===== config.mk =====
export PLATFORM = sky130hd
export DESIGN_NAME = rv_mem_loader
export DESIGN_NICKNAME = d
export VERILOG_FILES = /design/src/rtl/rv_mem_loader.sv
export SDC_FILE = /design/constraint.sdc
export NUM_CORES = 1
export LEC_CHECK = 0
export BUFFER_PORTS_ARGS = -buffer_cell sky130_fd_sc_hd__buf_2
export CORE_ASPECT_RATIO = 1.75
export CORE_MARGIN = 10
export CORE_UTILIZATION = 55
export CTS_CLUSTER_SIZE = 20
export DETAILED_ROUTE_END_ITERATION = 8
export PLACE_DENSITY = 0.91
export SETUP_SLACK_MARGIN = 0.2
export SLEW_MARGIN = 10
export SYNTH_ARGS = -nofsm -noshare
export SYNTH_HDL_FRONTEND = slang
export SYNTH_SLANG_ARGS = --single-unit

===== constraint.sdc =====
create_clock -name clk_i -period 5.02 [get_ports clk_i]
set_input_delay 0 -clock clk_i [delete_from_list [all_inputs] [get_ports clk_i]]
set_output_delay 0 -clock clk_i [all_outputs]
set_load 0.005 [all_outputs]

===== src/rtl/rv_mem_loader.sv =====
// rv_mem_loader
//   Host-side initiator for the CPU top's external data-memory load port.
//   It collects a little-endian byte stream into 32-bit words and writes
//   them to consecutive word addresses. The CPU is held in reset for the
//   whole load, because the CPU top only honours external writes while its
//   reset is high. The CPU is released once the load completes.
//
// Parameters
//   BOOT_HOLD  1: keep cpu_reset_o high from reset until the first load
//              completes. 0: release the CPU whenever the loader is idle.
//   CNT_W      width of the word counter and of num_words_i.
//
// Ports
//   clk_i, reset_i      clock (rising edge), async active-high reset
//   start_i             one-cycle pulse; latches base_addr_i / num_words_i
//   base_addr_i         byte address of the first word (bits [1:0] ignored)
//   num_words_i         number of words to load (0 is legal)
//   abort_i             abandon the load and return to idle
//   in_valid_i/in_data_i/in_ready_o   byte-stream handshake
//   cpu_reset_o         drives the CPU top reset
//   Ext_MemWrite_o / Ext_DataAdr_o / Ext_WriteData_o   memory load port
//   busy_o              high whenever the loader is not idle
//   done_o              one-cycle pulse when a load completes
module rv_mem_loader #(
  parameter int BOOT_HOLD = 1,
  parameter int CNT_W     = 16
) (
  input  logic             clk_i,
  input  logic             reset_i,
  input  logic             start_i,
  input  logic [31:0]      base_addr_i,
  input  logic [CNT_W-1:0] num_words_i,
  input  logic             abort_i,
  input  logic             in_valid_i,
  input  logic [7:0]       in_data_i,
  output logic             in_ready_o,
  output logic             cpu_reset_o,
  output logic             Ext_MemWrite_o,
  output logic [31:0]      Ext_DataAdr_o,
  output logic [31:0]      Ext_WriteData_o,
  output logic             busy_o,
  output logic             done_o
);

  typedef enum logic [1:0] {S_IDLE, S_COLLECT, S_WRITE, S_FINISH} state_t;

  state_t           state_q, state_d;
  logic             first_q, first_d;
  logic [31:0]      addr_q;
  logic [CNT_W-1:0] remaining_q;
  logic [1:0]       idx_q;
  logic [23:0]      word_q;       // lanes 0..2; lane 3 arrives with the last byte
  logic             in_ready_q;
  logic             mem_write_q;
  logic [31:0]      data_adr_q;
  logic [31:0]      write_data_q;
  logic             busy_q;
  logic             done_q;
  logic             cpu_reset_q;
  logic             accept;

  // abort has priority over a byte offered in the same cycle
  assign accept = in_valid_i && in_ready_q && !abort_i;

  always_comb begin
    state_d = state_q;
    first_d = first_q;
    case (state_q)
      S_IDLE: begin
        if (start_i) state_d = (num_words_i == '0) ? S_FINISH : S_COLLECT;
      end
      S_COLLECT: begin
        if (abort_i)                        state_d = S_IDLE;
        else if (accept && idx_q == 2'd3)   state_d = S_WRITE;
      end
      S_WRITE: begin
        if (abort_i)                        state_d = S_IDLE;
        else if (remaining_q == CNT_W'(1))  state_d = S_FINISH;
        else                                state_d = S_COLLECT;
      end
      S_FINISH: begin
        state_d = S_IDLE;
        first_d = 1'b1;
      end
      default: state_d = S_IDLE;
    endcase
  end

  always_ff @(posedge clk_i or posedge reset_i) begin
    if (reset_i) begin
      state_q      <= S_IDLE;
      first_q      <= 1'b0;
      addr_q       <= '0;
      remaining_q  <= '0;
      idx_q        <= '0;
      word_q       <= '0;
      in_ready_q   <= 1'b0;
      mem_write_q  <= 1'b0;
      data_adr_q   <= '0;
      write_data_q <= '0;
      busy_q       <= 1'b0;
      done_q       <= 1'b0;
      cpu_reset_q  <= 1'b1;
    end else begin
      state_q     <= state_d;
      first_q     <= first_d;
      // outputs are decoded from the next state so they line up with it
      in_ready_q  <= (state_d == S_COLLECT);
      mem_write_q <= (state_d == S_WRITE);
      done_q      <= (state_d == S_FINISH);
      busy_q      <= (state_d != S_IDLE);
      cpu_reset_q <= (state_d != S_IDLE) || ((BOOT_HOLD != 0) && !first_d);

      case (state_q)
        S_IDLE: begin
          if (start_i) begin
            addr_q      <= base_addr_i & 32'hFFFF_FFFC;
            remaining_q <= num_words_i;
            idx_q       <= '0;
          end
        end
        S_COLLECT: begin
          if (abort_i) begin
            idx_q <= '0;
          end else if (accept) begin
            idx_q <= idx_q + 2'd1;
            case (idx_q)
              2'd0: word_q[7:0]   <= in_data_i;
              2'd1: word_q[15:8]  <= in_data_i;
              2'd2: word_q[23:16] <= in_data_i;
              default: begin
                data_adr_q   <= addr_q;
                write_data_q <= {in_data_i, word_q};
              end
            endcase
          end
        end
        S_WRITE: begin
          addr_q      <= addr_q + 32'd4;
          remaining_q <= remaining_q - CNT_W'(1);
          idx_q       <= '0;
        end
        default: ;
      endcase
    end
  end

  assign in_ready_o      = in_ready_q;
  assign cpu_reset_o     = cpu_reset_q;
  assign Ext_MemWrite_o  = mem_write_q;
  assign Ext_DataAdr_o   = data_adr_q;
  assign Ext_WriteData_o = write_data_q;
  assign busy_o          = busy_q;
  assign done_o          = done_q;

endmodule


==> results of run 1 <==
cell type report:
cell class                      count  area [µm²]  share of cell area
Multi-Input combinational cell    401        2840               0.342
Tap cell                          137         171              0.0206
Antenna cell                        1        2.50            0.000301
Sequential cell                   142        3550               0.427
Clock inverter                     13         141              0.0170
Inverter                           11        46.3             0.00556
Clock buffer                       19         433              0.0520
Timing Repair Buffer              177        1130               0.136
logic make-up after synthesis:
group	after synthesis	share of synthesized area
AND/OR/NAND/NOR	181	0.140
flip-flops	142	0.536
AO/OA/AOI/OAI	110	0.106
multiplexers	98	0.164
buffers and inverters	47	0.0362
adder cells (fa/ha/maj)	7	0.0132
XOR/XNOR	3	0.00396
other	1	0.000565
flip-flops by register name, indices dropped and copies added, names as in the netlist:
| signal | count |
|---|---|
| done_o | 1 |
| first_q | 1 |
| busy_o | 1 |
| cpu_reset_o | 1 |
| word_q | 24 |
| in_ready_o | 1 |
| remaining_q | 16 |
| state_q | 2 |
| Ext_DataAdr_o | 30 |
| Ext_MemWrite_o | 1 |
| Ext_WriteData_o | 32 |
| addr_q | 30 |
| idx_q | 2 |
where the power goes:
| part | internal, µW | total [µW] | switching [µW] | leakage, µW |
|---|---|---|---|---|
| clock network | 733 | 1210 | 481 | 0.000274 |
| logic | 198 | 423 | 224 | 0.00194 |
| registers | 1280 | 1450 | 175 | 0.00185 |
| total | 2210 | 3090 | 881 | 0.00407 |
through the flow:
step                hold WS (ns)  std cells   util  total power [µW]
finish                    0.0304        901  0.697              3090
detailed placement         0.205        822  0.610              1850
global placement           0.189        822  0.610              1810
CTS                      0.00455        900  0.697              3090
global route              0.0436        901  0.697              3230
floorplan                  0.109        590      -              1710
routing by layer:
metal  up-vias  GRT usage  wire length (µm)
met2       317      0.395              9880
li1       2486          -                 -
met1      2695      0.236              6490
met4         0      0.119               795
met5         -          0                 0
met3        74     0.0616              1520
cells in the mapped netlist, types with 2 or more instances:
master,number
o311ai_0,9
o21a_1,2
nor2b_1,2
nor2_1,29
mux2i_1,12
a31oi_1,4
o31ai_1,3
buf_4,3
o21ai_0,14
nand4_1,8
o22ai_1,19
and3_1,9
clkbuf_1,20
or4_4,2
xor2_1,3
clkbuf_8,2
inv_1,11
buf_6,3
ha_1,7
a21oi_1,33
nor4_1,12
and2_1,5
or2_2,2
or4_1,4
dfrtp_1,141
nand3_1,30
nor3_1,16
nand2b_1,4
o211ai_1,12
a22oi_1,4
a21o_1,3
nand2_1,50
buf_2,7
mux2_2,86
critical path, stage by stage (launching register included):
cell and delay [ns]:
dfrtp_1 0.80, nand2b_1 0.20, nor3_1 0.34, and2_2 0.69, buf_4 0.53, mux2_2 0.42
how the worst max path moves through the flow:
| stage | from | endpoint | slack (ns) |
|---|---|---|---|
| finish | state_q[0] | Ext_DataAdr_o[29] | 1.89 |
| global route | state_q[0] | Ext_DataAdr_o[29] | 1.69 |
| detailed placement | state_q[0] | Ext_DataAdr_o[13] | 1.95 |
| floorplan | reset_i | Ext_DataAdr_o[10] | 1.21 |
| CTS | state_q[0] | Ext_DataAdr_o[16] | 1.93 |
| global placement | state_q[0] | Ext_DataAdr_o[15] | 2.09 |
timing repair:
action | in CTS | in global routing
setup endpoints to repair | 0 | 0
gates resized for setup | 0 | 0
endpoints found under the hold margin | 158 | 0
hold buffers | 46 | 0
==> run metrics, run 1 <==
status finished clean; clock tree buffer depth 2; CTS Buf Count 17; worst min-delay path endpoint addr_q[3]; IO Pins between 100 and 150; FF-to-FF End Ext_DataAdr_o[29]; RSZ-0062 raised after global routing no; CTS tree built; insertion delay to the later sink of the worst-skew pair 0.42 ns; grt ovf 0; Post-Syn Area per Cell roughly 11 µm²; design area between 8000 and 9000 µm²; max_cap viols 0; FF-to-FF path depth 5; initial core utilization 0.556; final slew viol count 0; Worst R2R Start state_q[0]; htree depth 4; Worst Hold Class in2reg; period utilization 0.624; Synth top area share 0.532; GPL Wtd Cong 0.952; fin crit period between 3 and 4 ns; Fill cells just over 800; clock-pin slew on the worst setup and hold paths around 0.060 ns; FMAX approximately 320 MHz; Area Overhead vs Synth 25.5%; most frequent cells in the layout dfrtp_1 (141), buf_2 (125), mux2_2 (86), nand2_1 (50), dlygate4sd3_1 (46); dpl hpwl 12.3 mm; Remaining DRCs 0; Crit path arrival time around 3.4 ns; placed inst area 7290 µm²; initial detailed-routing violation count between 400 and 500; pin slew with the least headroom to its limit slightly above 0.9 ns; synthesized flop and latch total 142; clk sinks roughly 140; ratio of cells with drive above 1 in the final layout 0.341; worst vdd ir about 270 µV; initial antenna violation count 1; antenna viol nets, final 0; Die Ht approximately 170 µm; reported leakage power 0.00407 µW; sequential fraction of the synthesis area 0.536; Max-slew headroom 0.371; Vias around 5.6k; first-pass GRT wire length 30.0 mm; pin count of the biggest net entering global routing 91; Setup violations, final 0; Die ar. 17000 µm²; synth top area cells dfrtp_1 (53%), mux2_2 (15%), nand2_1 (2.8%), a21oi_1 (2.5%), nand3_1 (2.3%); Ys Warns 0; Root Buffer clkbuf_16; Req. time, crit path 5.31 ns; worst hold path cell count 4; vias in the first global route a little under 6k; Routed WL between 15 and 20 mm; final worst slack about 1.9 ns; pwr dens about 370 nW/µm²; Post-CTS Setup Inserts 0; drt first pass iters 7; CP startpoint kind flop; setup slack, reg-to-reg roughly 1.9 ns; skew final between 0.009 and 0.01 ns; ys flop type dfrtp_1; via/cell ratio between 6 and 7; row cnt 53; CP max FO 33; Post-Synthesis Cell Area 6630 µm²; Synth area leader dfrtp_1; most common cell after layout, fill and taps aside dfrtp_1; number of synthesized flops with an enable pin 0; synthesized netlist cell count roughly 590; DP Worst Slack slightly below 2 ns; GRT Overall Usage 0.225; Worst setup EP type flop; Yosys cell types 52; Hold Fails Final Rpt 0; Core ar. between 10000 and 15000 µm²; Worst Min Path Start base_addr_i[3]; Final #Nets 818; width of the die between 100 and 150 µm; DR WL/cell about 21 µm; Setup CP Type reg2reg; TNS Setup 0 ns; fraction of registers with async set/reset 1.00; # port buffers 125
No activity file was read; power rests on OpenSTA's default activity.
==> inputs of run 2 (changes only) <==
- clock period: 5.02 -> 2.9 ns (I/O delays scaled with it)
==> run 2 against run 1 <==
Against the previous run:
- clock power up 110%
- clock-buffer cell count unchanged
- setup slack worse by 1.3 ns
- global-route usage down 0.31 points
- critical path depth unchanged
- wire length down 0.95%
- hold slack better by 0.018 ns
- die area unchanged
- total power up 88%
- sequential cell count unchanged
- core utilization up 1.5 points
- critical path type unchanged
==> run metrics, run 2 (synthesis gave the netlist of run 1 again) <==
status finished clean; CTS Buf Count 17 (unchanged); pwr dens 683 nW/µm² (+84%); CP startpoint kind flop; width of the die 103 µm (unchanged); FF-to-FF path depth 5 (unchanged); grt ovf 0 (unchanged); GPL Wtd Cong 0.944 (-0.81%); worst-path cell chain nand3_1, or4_4, nor4_1, a31oi_1, o21a_1; first-pass GRT wire length 29.6 mm (-1.1%); cell family with most CP delay simple AND/OR/NAND/NOR gates; post_cts resized 0 (unchanged); pin slew with the least headroom to its limit 0.874 ns (-0.0614 ns); design area 8510 µm² (+2.2%); Die ar. 17000 µm² (unchanged); Worst Hold Class in2reg; Die Ht 165 µm (unchanged); initial core utilization 0.556 (unchanged); Critical Path End addr_q[30]; setup slack, reg-to-reg 0.62 ns (-1.27 ns); initial antenna violation count 0 (-1); Core ar. 11900 µm² (unchanged); Vias 5527 (-0.81%); clk sinks 142 (unchanged); placed inst area 7340 µm² (+0.77%); Area Overhead vs Synth 28.2%; CP max stage cell or4_4; dpl hpwl 12.0 mm (-2.2%); Ant. Diodes 0 (-1); period utilization 0.785 (+0.162); most common cell after layout, fill and taps aside dfrtp_1; FF-to-FF End addr_q[30]; clock tree buffer depth 2 (unchanged); initial detailed-routing violation count 394 (-7.9%); Final #Nets 825 (+0.86%); insertion delay to the later sink of the worst-skew pair 0.42 ns (about the same); worst hold slack 0.0487 ns (+0.0183 ns); Crit path arrival time 2.58 ns (-0.84 ns); Post-CTS Setup Inserts 0 (unchanged); switching share of total power 0.263 (-0.0214); Routed WL 18.5 mm (-0.95%); row cnt 53 (unchanged); Remaining DRCs 0 (unchanged); slowest stage delay, CP 0.62 ns (-0.18 ns); max_cap viols 0 (unchanged); drt first pass iters 6 (-1); DR WL/cell 20.4 µm (-1.6%); Flop pwr share 0.432 (-0.039); TNS Setup 0 ns (unchanged); Max-slew headroom 0.412 (+0.0413); Fill cells 788 (-2.1%); CP startpoint addr_q[10]; fin crit period 2.28 ns (-0.852 ns); CP max FO 8 (-76%); flip-flop count of the largest register after layout 32 (unchanged); final slew viol count 0 (unchanged); met3 GRT Util 0.0662 (+0.00458); Setup CP Type reg2reg; reported leakage power 0.00416 µW (+2.2%); Buffers & Inverters on Critical Path 0 (-1); antenna viol nets, final 0 (unchanged); GRT Overall Usage 0.222 (-0.00312); GRT Max-Usage Layer met2; clock-pin slew on the worst setup and hold paths 0.06 ns (about the same); RSZ-0062 raised after global routing no; pin count of the biggest net entering global routing 143 (+57%); clock power share 0.439 (+0.046); Req. time, crit path 3.20 ns (-2.11 ns); CTS tree built; combinational share of power 0.129 (-0.008); grt met1 use 0.222 (-0.0140); skew final 0.0109 ns (+0.00149 ns); via/cell ratio 6.09 (-1.5%); cell depth of the worst setup path 5 (unchanged); vias in the first global route 5860 (+1.2%); Setup violations, final 0 (unchanged); Worst setup EP type flop; switching power 1530 µW (+74%); IO Pins 130 (unchanged); most frequent cells in the layout dfrtp_1 (141), buf_2 (125), mux2_2 (86), nand2_1 (50), dlygate4sd3_1 (47); Power Internal 4280 µW (+93%); # port buffers 125 (unchanged); worst vdd ir 471 µV (+75%); ratio of cells with drive above 1 in the final layout 0.345 (+0.00469); Root Buffer clkbuf_16; FMAX 439 MHz (+37%); Worst R2R Start addr_q[10]; htree depth 4 (unchanged); grt met2 use 0.408 (+0.0136); Hold Buf Count CTS 47 (+2.2%); Hold Fails Final Rpt 0 (unchanged)
## run 2: changes by cell type in the layout (fill, tap and decap cells not counted)
| cell | before | now |
|---|---|---|
| buf_4 | 6 | 11 |
| clkinv_2 | 3 | 0 |
| dlygate4sd3_1 | 46 | 47 |
| clkinv_4 | 3 | 2 |
| inv_6 | 3 | 2 |
| bufinv_16 | 2 | 7 |
| diode_2 | 1 | 0 |
| buf_12 | 0 | 1 |
## run 2: worst min-delay path by stage
stage	startpoint	endpoint	slack, ns	cells after the start
global route	in_valid_i	idx_q[0]	0.09	4
detailed placement	base_addr_i[22]	addr_q[22]	0.21	2
floorplan	abort_i	idx_q[1]	0.11	1
global placement	base_addr_i[22]	addr_q[22]	0.21	2
CTS	in_valid_i	idx_q[0]	0.04	4
finish	in_valid_i	idx_q[0]	0.05	4
## run 2: metal layers
| layer | up-vias | part of all wire |
|---|---|---|
| met5 | - | 0 |
| met4 | 0 | 0.031 |
| met3 | 53 | 0.073 |
| met2 | 274 | 0.55 |
| met1 | 2704 | 0.34 |
| li1 | 2496 | - |
## run 2: cell type report
class | count | area [µm²] | area share
Sequential cell | 142 | 3550 | 0.418
Clock buffer | 19 | 433 | 0.0509
Multi-Input combinational cell | 401 | 2840 | 0.334
Inverter | 11 | 45.0 | 0.00529
Clock inverter | 13 | 260 | 0.0306
Tap cell | 137 | 171 | 0.0201
Timing Repair Buffer | 184 | 1200 | 0.141
## run 2: through the flow
step	power [µW]	instances	setup slack, ns	utilization
after floorplan	2960	590	0.989	-
after global placement	3140	828	0.777	0.615
after detailed placement	3210	828	0.707	0.615
after CTS	5810	907	0.700	0.713
after global routing	6030	907	0.491	0.713
final	5810	907	0.622	0.713
## run 2: power by group through the flow
stage | Sequential, µW | Combinational [µW] | Clock [µW]
3_5_place_dp | 2520 | 681 | 0
6_report | 2510 | 751 | 2550
2_1_floorplan | 2420 | 534 | 0
4_1_cts | 2500 | 745 | 2570
3_3_place_gp | 2500 | 646 | 0
5_1_grt | 2550 | 831 | 2660
## run 2: worst register-to-register path: cells and delay by family (launching register included)
family             cells  cell delay (ns)
AOI/OAI and AO/OA      2             0.29
DFF                    1             0.49
and+or+nand+nor        3             1.39
==> inputs of run 3 (changes only) <==
- CORE_UTILIZATION: 55 -> 50
- PLACE_DENSITY: 0.91 -> 0.87
- clock period: 2.9 -> 1.9 ns (I/O delays scaled with it)
==> run 3 against run 2 <==
Against the previous run:
- via count rose by 12%
- clock power rose by 37%
- total power rose by 58%
- final cell count rose by 12%
- wire length rose by 27%
- critical path type unchanged
- critical endpoint is now addr_q[26]
==> run metrics, run 3 (synthesis gave the netlist of run 1 again) <==
initial core utilization 0.510 (-0.0457); Worst setup EP type flop; worst vdd ir 647 µV (+37%); initial detailed-routing violation count 535 (+36%); pwr dens 928 nW/µm² (+36%); Hold Fails Final Rpt 0 (unchanged); width of the die 107 µm (+3.9%); skew final 0.0137 ns (+0.00280 ns); period utilization 0.981 (+0.195); vias in the first global route 6064 (+3.5%); clk sinks 142 (unchanged); DP Worst Slack 0.0316 ns (-0.676 ns); insertion delay to the later sink of the worst-skew pair 0.42 ns (about the same); Area Overhead vs Synth 48.8%; GRT Overall Usage 0.216 (-0.00583); CP max FO 5 (-3); Die ar. 18500 µm² (+8.4%); CTS Buf Count 17 (unchanged); Core Util, Final 0.759 (+0.0461); TNS Setup 0 ns (unchanged); Worst R2R Start addr_q[14]; Final #Nets 900 (+9.1%); first-pass GRT wire length 31.6 mm (+6.7%); ratio of cells with drive above 1 in the final layout 0.464 (+0.118); Crit path arrival time 2.17 ns (-0.41 ns); flip-flop count of the largest register after layout 32 (unchanged); Placed Cells 891 (+7.6%); grt ovf 0 (unchanged); RSZ-0062 raised after global routing yes; drt first pass iters 5 (-1); # port buffers 125 (unchanged); via/cell ratio 6.08 (-0.29%); FMAX 537 MHz (+22%); final worst slack 0.0364 ns (-0.586 ns); most frequent cells in the layout dfrtp_1 (127), buf_2 (125), mux2_4 (72), buf_4 (60), dlygate4sd3_1 (49); initial antenna violation count 0 (unchanged); FF-to-FF End addr_q[26]; dpl hpwl 12.8 mm (+6.6%); CTS tree built; Routed WL 23.5 mm (+27%); pin slew with the least headroom to its limit 0.585 ns (-0.289 ns); Root Buffer clkbuf_16; Core ar. 13000 µm² (+9.0%); worst hold path cell count 5 (+1); clock-pin slew on the worst setup and hold paths 0.07 ns (about the same); final slew viol count 0 (unchanged); DR WL/cell 23.1 µm (+13%); Post-Layout Cell Count 1016 (+12%); GPL Wtd Cong 0.972 (+3.0%); Die Ht 172 µm (+4.3%); CP startpoint kind flop; reported leakage power 0.00471 µW (+13%); setup slack, reg-to-reg 0.04 ns (-0.59 ns); most common cell after layout, fill and taps aside dfrtp_1; fin crit period 1.86 ns (-0.414 ns); Worst Hold Class in2reg; status finished clean; Setup violations, final 0 (unchanged); Worst Min Path Start base_addr_i[6]; htree depth 4 (unchanged); FF-to-FF path depth 5 (unchanged); pin count of the biggest net entering global routing 59 (-59%); row cnt 55 (+3.8%); Ant. Diodes 0 (unchanged); antenna viol nets, final 0 (unchanged); Req. time, crit path 2.21 ns (-0.99 ns); Remaining DRCs 0 (unchanged); worst min-delay path endpoint addr_q[6]; Setup CP Type reg2reg; max_cap viols 0 (unchanged); Max-slew headroom 0.607 (+0.195); clock tree buffer depth 2 (unchanged); Vias 6173 (+12%); IO Pins 130 (unchanged)
## run 3: worst max path at each step
stage                from           endpoint  slack, ns
3_3_place_gp   state_q[1]  Ext_DataAdr_o[17]       0.10
6_report       addr_q[14]         addr_q[26]       0.04
2_1_floorplan   addr_q[2]         addr_q[26]       0.09
3_5_place_dp   addr_q[11]         addr_q[26]       0.03
4_1_cts         addr_q[3]         addr_q[30]        0.1
5_1_grt        addr_q[14]         addr_q[26]      -0.09
## run 3: what timing repair did
| item | CTS | global route |
|---|---|---|
| resized for setup | 24 | 122 |
| pin swaps | 5 | 14 |
| hold endpoints to repair | 214 | 0 |
| setup endpoints to repair | 106 | 99 |
| gates cloned | 2 | 5 |
| hold buffers | 49 | 0 |
| buffers inserted | 11 | 26 |
## run 3: routing by layer
metal,share of wire,up-vias,routed length (µm),GRT usage
li1,-,2656,-,-
met1,0.35,3034,8230,0.217
met2,0.54,400,12700,0.400
met3,0.077,83,1810,0.0581
met4,0.034,0,797,0.0982
met5,0,-,0,0
## run 3: report_power, final
part / internal [µW] / total [µW] / switching, µW
Combinational: 933 / 1830 / 900
Clock: 2080 / 3500 / 1410
Sequential: 3390 / 3830 / 435
## run 3: final cells by class
type,instances,area (µm²)
Clock buffer,17,425
Clock inverter,15,185
Fill cell,713,3140
Inverter,11,45.0
Multi-Input combinational cell,401,3380
Sequential cell,142,3570
Tap cell,171,214
Timing Repair Buffer,259,2050
## run 3: worst max-delay path: stages, from the launching register on
cell and delay, ns:
dfrtp_2 0.42, nand3_4 0.13, or4_4 0.62, o31ai_2 0.24
a21oi_1 0.11, a311oi_1 0.23
## run 3: per-stage QoR
step / total power [µW] / hold slack (ns) / cell area (µm²)
floorplan: 4540 / 0.109 / 6720
CTS: 8640 / 0.00320 / 9070
global placement: 4980 / 0.152 / 7750
finish: 9160 / 0.0619 / 9870
detailed placement: 5050 / 0.146 / 7750
global route: 9470 / 0.0738 / 9870
